**config.mk**
```make
export PLATFORM = sky130hd
export DESIGN_NAME = vga_genlock
export DESIGN_NICKNAME = d
export VERILOG_FILES = /design/src/rtl/vga_genlock_pkg.sv /design/src/rtl/genlock_sync_edge.sv /design/src/rtl/vga_genlock.sv
export SDC_FILE = /design/constraint.sdc
export NUM_CORES = 1
export LEC_CHECK = 0
export BUFFER_PORTS_ARGS = -buffer_cell sky130_fd_sc_hd__buf_2
export CORE_UTILIZATION = 50
export CTS_BUF_LIST = sky130_fd_sc_hd__clkbuf_8
export DETAILED_ROUTE_END_ITERATION = 10
export PLACE_DENSITY = 0.73
export SLEW_MARGIN = 0
export SYNTH_ARGS = -nofsm -noshare
export SYNTH_HDL_FRONTEND = slang
export SYNTH_SLANG_ARGS = --single-unit
```
**constraint.sdc**
```tcl
create_clock -name vga_clk -period 9.6 [get_ports vga_clk]
set_input_delay 1.44 -clock vga_clk [delete_from_list [all_inputs] [get_ports vga_clk]]
set_output_delay 1.44 -clock vga_clk [all_outputs]
set_load 0.01 [all_outputs]
```
**src/rtl/vga_genlock_pkg.sv**
```systemverilog
// Shared types and widths for the vga_genlock reference-tracking controller.
// Optional feature macro: VGA_GENLOCK_FILTER_EN (glitch filter on ref_sync).
package vga_genlock_pkg;

    localparam int TICK_W = 20;
    localparam int ERR_W  = 21;

    typedef enum logic [1:0] {
        NOREF   = 2'd0,
        MEASURE = 2'd1,
        TRACK   = 2'd2
    } state_t;

    function automatic logic [ERR_W-1:0] abs_err(
        input logic signed [ERR_W-1:0] e
    );
        return e[ERR_W-1] ? -e : e;
    endfunction

endpackage

```
**src/rtl/genlock_sync_edge.sv**
```systemverilog
// Synchronizer, optional glitch filter and rising-edge detector for ref_sync.
// The filter is compiled in only when VGA_GENLOCK_FILTER_EN is defined.
module genlock_sync_edge
    import vga_genlock_pkg::*;
#(
    parameter int SYNC_STAGES  = 2,
    parameter int FILTER_TICKS = 8
) (
    input  logic i_clk,
    input  logic i_rst_n,
    input  logic i_en,
    input  logic i_async,
    output logic o_rise
);

    logic [SYNC_STAGES-1:0] r_sync;
    logic                   w_sync;
    logic                   w_level;
    logic                   r_prev;

    always_ff @(posedge i_clk or negedge i_rst_n) begin
        if (!i_rst_n) begin
            r_sync <= '0;
        end else if (i_en) begin
            r_sync <= {r_sync[SYNC_STAGES-2:0], i_async};
        end
    end

    assign w_sync = r_sync[SYNC_STAGES-1];

`ifdef VGA_GENLOCK_FILTER_EN
    localparam int FCW = $clog2(FILTER_TICKS + 1);

    logic [FCW-1:0] r_fcnt;
    logic           r_filt;

    // Level flips only after the new value has held for FILTER_TICKS ticks.
    always_ff @(posedge i_clk or negedge i_rst_n) begin
        if (!i_rst_n) begin
            r_fcnt <= '0;
            r_filt <= 1'b0;
        end else if (i_en) begin
            if (w_sync == r_filt) begin
                r_fcnt <= '0;
            end else if (r_fcnt == FCW'(FILTER_TICKS - 1)) begin
                r_filt <= w_sync;
                r_fcnt <= '0;
            end else begin
                r_fcnt <= r_fcnt + 1'b1;
            end
        end
    end

    assign w_level = r_filt;
`else
    logic w_unused_ft;

    assign w_unused_ft = (FILTER_TICKS > 0);
    assign w_level     = w_sync;
`endif

    always_ff @(posedge i_clk or negedge i_rst_n) begin
        if (!i_rst_n) begin
            r_prev <= 1'b0;
        end else if (i_en) begin
            r_prev <= w_level;
        end
    end

    assign o_rise = w_level & ~r_prev;

endmodule

```
**src/rtl/vga_genlock.sv**
```systemverilog
// Genlock controller: measures ref_sync period and VGA_VSYNC phase, fires genlock.
// Define VGA_GENLOCK_FILTER_EN to insert a glitch filter on the reference input.
module vga_genlock
    import vga_genlock_pkg::*;
#(
    parameter int SYNC_STAGES  = 2,
    parameter int PERIOD_MIN   = 320000,
    parameter int PERIOD_MAX   = 345000,
    parameter int VSYNC_OFFSET = 316803,
    parameter int PHASE_TOL    = 264,
    parameter int LOCK_COUNT   = 4,
    parameter int FILTER_TICKS = 8
) (
    input  logic                    vga_clk,
    input  logic                    rst_n,
    input  logic                    vga_clk_en,
    input  logic                    ref_sync,
    input  logic                    vga_vsync,
    output logic                    genlock,
    output logic                    locked,
    output logic [TICK_W-1:0]       ref_period,
    output logic signed [ERR_W-1:0] phase_err
);

    localparam int GC_W = $clog2(LOCK_COUNT + 1);
    localparam logic [TICK_W-1:0] TICK_SAT = TICK_W'(PERIOD_MAX + 1);

    logic                    w_ref_rise;
    logic                    w_ref_edge;
    logic                    w_vs_edge;
    logic                    w_sat;
    logic                    w_period_ok;
    logic                    w_phase_ok;
    logic signed [ERR_W-1:0] w_err;

    logic                    r_vs_prev;
    logic [TICK_W-1:0]       r_tick_cnt;
    logic [TICK_W-1:0]       r_vs_off;
    logic                    r_vs_seen;
    logic [TICK_W-1:0]       r_ref_period;
    logic signed [ERR_W-1:0] r_phase_err;

    state_t                  r_state;
    logic [GC_W-1:0]         r_good_cnt;
    logic                    r_locked;
    logic                    r_genlock;

    genlock_sync_edge #(
        .SYNC_STAGES (SYNC_STAGES),
        .FILTER_TICKS(FILTER_TICKS)
    ) u_ref_edge (
        .i_clk  (vga_clk),
        .i_rst_n(rst_n),
        .i_en   (vga_clk_en),
        .i_async(ref_sync),
        .o_rise (w_ref_rise)
    );

    assign w_ref_edge  = vga_clk_en & w_ref_rise;
    assign w_vs_edge   = vga_clk_en & vga_vsync & ~r_vs_prev;
    assign w_sat       = (r_tick_cnt == TICK_SAT);
    assign w_period_ok = (r_tick_cnt >= TICK_W'(PERIOD_MIN)) &&
                         (r_tick_cnt <= TICK_W'(PERIOD_MAX));
    assign w_err       = $signed({1'b0, r_vs_off}) - ERR_W'(VSYNC_OFFSET);
    assign w_phase_ok  = r_vs_seen &&
                         (abs_err(w_err) <= ERR_W'(PHASE_TOL));

    // tick_cnt reads as ticks elapsed since the last ref_edge tick,
    // so at the next edge it holds the full period.
    always_ff @(posedge vga_clk or negedge rst_n) begin
        if (!rst_n) begin
            r_vs_prev    <= 1'b0;
            r_tick_cnt   <= '0;
            r_vs_off     <= '0;
            r_vs_seen    <= 1'b0;
            r_ref_period <= '0;
            r_phase_err  <= '0;
        end else if (vga_clk_en) begin
            r_vs_prev <= vga_vsync;
            if (w_ref_edge) begin
                r_tick_cnt   <= TICK_W'(1);
                r_ref_period <= r_tick_cnt;
                r_vs_seen    <= w_vs_edge;
                if (r_vs_seen) begin
                    r_phase_err <= w_err;
                end
                if (w_vs_edge) begin
                    r_vs_off <= '0;
                end
            end else begin
                if (!w_sat) begin
                    r_tick_cnt <= r_tick_cnt + 1'b1;
                end
                if (w_vs_edge && !r_vs_seen) begin
                    r_vs_off  <= r_tick_cnt;
                    r_vs_seen <= 1'b1;
                end
            end
        end
    end

    always_ff @(posedge vga_clk or negedge rst_n) begin
        if (!rst_n) begin
            r_state    <= NOREF;
            r_good_cnt <= '0;
            r_locked   <= 1'b0;
            r_genlock  <= 1'b0;
        end else if (vga_clk_en) begin
            r_genlock <= 1'b0;
            unique case (r_state)
                NOREF: begin
                    if (w_ref_edge) begin
                        r_state <= MEASURE;
                    end
                end
                MEASURE: begin
                    if (w_ref_edge) begin
                        if (w_period_ok) begin
                            r_genlock  <= 1'b1;
                            r_good_cnt <= '0;
                            r_state    <= TRACK;
                        end
                    end else if (w_sat) begin
                        r_state <= NOREF;
                    end
                end
                TRACK: begin
                    if (w_ref_edge) begin
                        if (!w_period_ok) begin
                            r_state  <= MEASURE;
                            r_locked <= 1'b0;
                        end else if (w_phase_ok) begin
                            if (r_good_cnt != GC_W'(LOCK_COUNT)) begin
                                r_good_cnt <= r_good_cnt + 1'b1;
                            end
                            r_locked <= (r_good_cnt >= GC_W'(LOCK_COUNT - 1));
                        end else begin
                            r_genlock  <= 1'b1;
                            r_good_cnt <= '0;
                            r_locked   <= 1'b0;
                        end
                    end else if (w_sat) begin
                        r_state  <= NOREF;
                        r_locked <= 1'b0;
                    end
                end
                default: begin
                    r_state  <= NOREF;
                    r_locked <= 1'b0;
                end
            endcase
        end
    end

    assign genlock    = r_genlock;
    assign locked     = r_locked;
    assign ref_period = r_ref_period;
    assign phase_err  = r_phase_err;

endmodule
```
==> impl_metrics.csv <==
group,metric,value,unit
logic_synthesis,syn_nets,637,
critical_path,r2r_end,"r_good_cnt[1]$_DFFE_PN0P_",
power_and_ir_drop,swShare,38.2,%
run_status,status,"completed",
sta,max_clock_freq,251,MHz
clock_network,clockRootBuffer,"clkbuf_8",
power_and_ir_drop,p_leak,2.88,nW
critical_path,worst-r2r-cell-count,10,
sta,setup_viol,0,
critical_path,critPathSlowestCell,"dfrtp_1",
critical_path,cp_data_arrival_time,4.29,ns
floorplan,rows,38,
cells_and_area,syn_to_final_growth,7.86,%
floorplan,die_w,108,µm
logic_synthesis,synth_ff_type,"dfrtp_1",
sta,rsz0062_at_grt,"false",
critical_path,critPathTopFamily,"compound AO/OA/AOI/OAI gates",
sta,setup_ws,5.61,ns
global_routing,grt_pass1_vias,4371,
power_and_ir_drop,p_switching,0.000481,W
sta,fin_crit_sh,41.5,%
clock_network,cts_resized,0,
place,numPortBuffers,47,
place,gp_congestion,0.888,
clock_network,clk_pin_slew_worst_paths,0.10,ns
sta,finClkSkew,0.0103,ns
floorplan,initial_core_util,51.7,%
critical_path,cp.required,9.91,ns
drt,drt_iter0_drc,195,
sta,worst_slew_pin_slew,1.08,ns
cells_and_area,layout_common_cells,"nand2_1 (111), dfrtp_1 (93), buf_2 (46)",
critical_path,rrSetupSlack,5.61,ns
sta,slew_viol_final,0,
floorplan,coreArea,10900,µm²
global_routing,grt_first_pass_wirelength,21.5,mm
cells_and_area,fin_nets,651,
power_and_ir_drop,totalPowerFinal,0.00126,W
critical_path,path_buf_inv,0,
power_and_ir_drop,p_comb_share,33.8,%
hold_path,min_from,"phase_err[8]$_DFFE_PN0P_",
hold_path,hold_depth,2,
drt,via_per_inst,5.85,
drt,dr.pass1.iters,4,
power_and_ir_drop,vdd_drop_max,0.0000907,V
critical_path,crit_type,"reg -> reg",
floorplan,ios,48,
sta,hold_viol,0,
flow_run,drv_cap,0,
critical_path,worstPathMaxFanout,16,
global_routing,grt_usage,23.4,%
logic_synthesis,netlist_area,5630,µm²
power_and_ir_drop,power.internal,0.000780,W
logic_synthesis,postSynth.asyncResetShare,100,%
logic_synthesis,ys_seq_elements,93,
logic_synthesis,yosysTopAreaCell,"dfrtp_1",
sta,max_slew_margin,28.0,%
critical_path,path_cells,"ha_1 > nor3_1 > a211oi_1 > o211ai_2 > nor4b_4 > nand3_1 > mux2i_1 > o32a_1 > o41ai_1 > a41o_1",
floorplan,die_area,11700,µm²
clock_network,numClockSinks,93,
sta,setup-tns-final,0,ns
power_and_ir_drop,pwr-share-seq,42.9,%
hold_path,hold_class,"reg -> reg",
logic_synthesis,avgSynthCellArea,9.08,µm²
cells_and_area,final_common_cell,"nand2_1",
drt,drt-total-wl,12.8,mm
power_and_ir_drop,p_per_area,208,nW/µm²
logic_synthesis,synth_edf_count,0,
logic_synthesis,syn_inst,620,
clock_network,htreeDepth,3,
logic_synthesis,netlist_top_cells_area,"dfrtp_1 (41%), nand2_1 (7.4%), a22o_1 (3.3%), xor2_1 (3.3%), o21ai_0 (2.9%)",
global_routing,grt_max_degree,72,
cells_and_area,fin_util,55.8,%
hold_path,min_to,"phase_err[8]$_DFFE_PN0P_",
global_routing,antenna_found_initial,0,
clock_network,clk_path_buf_depth,2,
critical_path,critPathCaptureType,"flip-flop",
drt,post_drt_wl_per_cell,16.4,µm
logic_synthesis,yosysWarnings,0,
drt,detail-route-antenna-nets,0,
place,dpl.hpwl,9.25,mm
cells_and_area,fin_area,6070,µm²
drt,drc_errors,0,
cells_and_area,final_layout_size_suffix_gt1_share,15.2,%
logic_synthesis,synth.top_cell.area_share,41.3,%
critical_path,r2r_start,"r_vs_off[0]$_DFFE_PN0P_",
place,post-place-ws,5.48,ns
place,dpl-instance-area,5860,µm²
clock_network,cts_made_buffers,9,
sta,period_needed,3.99,ns
critical_path,start_kind,"flip-flop",
clock_network,cts_tree,"yes",
logic_synthesis,ys_seq_area_share,41.3,%
critical_path,cp_slowest_stage_delay,0.66,ns
drt,vias,4552,
clock_network,hold_buffers,0,
clock_network,cts_setup_buffers,0,
clock_network,clkLatencyLatePin,0.37,ns
global_routing,overflow,0,
floorplan,fp.dieH,108,µm
logic_synthesis,ys_types,81,
cells_and_area,antennaDiodeCount,0,
power_and_ir_drop,pwr-share-clk,23.3,%
[power groups by stage]
stage | sequential [W] | clock, W | combinational [W]
3_3_place_gp | 0.000541 | 0 | 0.000410
4_1_cts | 0.000542 | 0.000301 | 0.000426
6_report | 0.000541 | 0.000294 | 0.000426
3_5_place_dp | 0.000550 | 0 | 0.000424
5_1_grt | 0.000555 | 0.000314 | 0.000476
2_1_floorplan | 0.000526 | 0 | 0.000324
[worst reg2reg max path, delay by kind of cell (launching register included)]
kind	cells	cell delay [ns]
AO/OA/AOI/OAI	5	1.75
AND/OR/NAND/NOR	3	0.77
flip-flops	1	0.66
adder cells (fa/ha/maj)	1	0.61
multiplexers	1	0.15
[state kept, by name, indices dropped and copies added (netlist names)]
name	flops
r_good_cnt	3
r_vs_prev	1
ref_period	20
locked	1
genlock	1
phase_err	21
u_ref_edge.r_sync	2
r_vs_seen	1
u_ref_edge.r_prev	1
r_tick_cnt	20
r_vs_off	20
r_state	2
[logic make-up (layout without fill, tap and decap cells)]
kind of cell / Yosys count / count (layout) / share of synthesized area (%)
DFF: 93 / 93 / 41.3
muxes: 10 / 10 / 1.91
xor gates and xnor gates: 33 / 33 / 5.13
adders and majority gates: 12 / 12 / 2.67
AOI/OAI and AO/OA: 160 / 160 / 21.5
buffers and inverters: 65 / 83 / 5.11
and+or+nand+nor: 247 / 247 / 22.4
[synthesized netlist by cell type (4+ instances only)]
master and count:
and2_1 8, clkbuf_1 26, xor2_1 21, nand2_1 111
o22ai_1 5, or3_1 5, a21o_1 8, a211o_1 6
o211ai_1 4, mux2i_1 4, inv_1 17, buf_1 4
ha_1 12, buf_2 14, nand2b_1 5, and3_1 6
nor3_1 8, or4_1 4, xnor2_1 12, or2_2 4
dfrtp_1 93, nand3_1 12, a211oi_1 10, nor4_1 6
nand4_1 5, a22o_1 21, mux2_2 6, a21oi_1 26
nor2b_1 4, nor2_1 43, o21ai_0 33
[per-stage QoR]
step,hold slack (ns),cells
final,0.478,778
after global routing,0.509,778
after CTS,0.484,778
after detailed placement,0.458,763
after global placement,0.456,763
after floorplan,0.458,620
[layout make-up]
cell class / count / area, µm²
Multi-Input combinational cell: 462 / 3020
Tap cell: 140 / 175
Sequential cell: 93 / 2330
Inverter: 17 / 63.8
Clock inverter: 6 / 93.8
Clock buffer: 9 / 124
Fill cell: 989 / 4810
Timing Repair Buffer: 51 / 268
[routing by layer]
layer	part of all wire [%]	track usage, %
met1	47	31.3
met2	48	38.8
met5	0	0
met3	4.0	2.89
met4	1.6	8.90
[worst max path at each step]
stage | from | to | slack, ns | cells past startpoint
floorplan | r_vs_off[0]$_DFFE_PN0P_ | r_good_cnt[1]$_DFFE_PN0P_ | 6.53 | 11
global placement | vga_clk_en | r_good_cnt[0]$_DFFE_PN0P_ | 5.62 | 7
detailed placement | vga_clk_en | r_good_cnt[0]$_DFFE_PN0P_ | 5.48 | 7
CTS | r_vs_off[0]$_DFFE_PN0P_ | r_good_cnt[1]$_DFFE_PN0P_ | 5.64 | 10
global route | r_vs_off[0]$_DFFE_PN0P_ | r_good_cnt[1]$_DFFE_PN0P_ | 5.26 | 10
finish | r_vs_off[0]$_DFFE_PN0P_ | r_good_cnt[1]$_DFFE_PN0P_ | 5.61 | 10
Note: power is estimated with default switching activity, not from simulation.
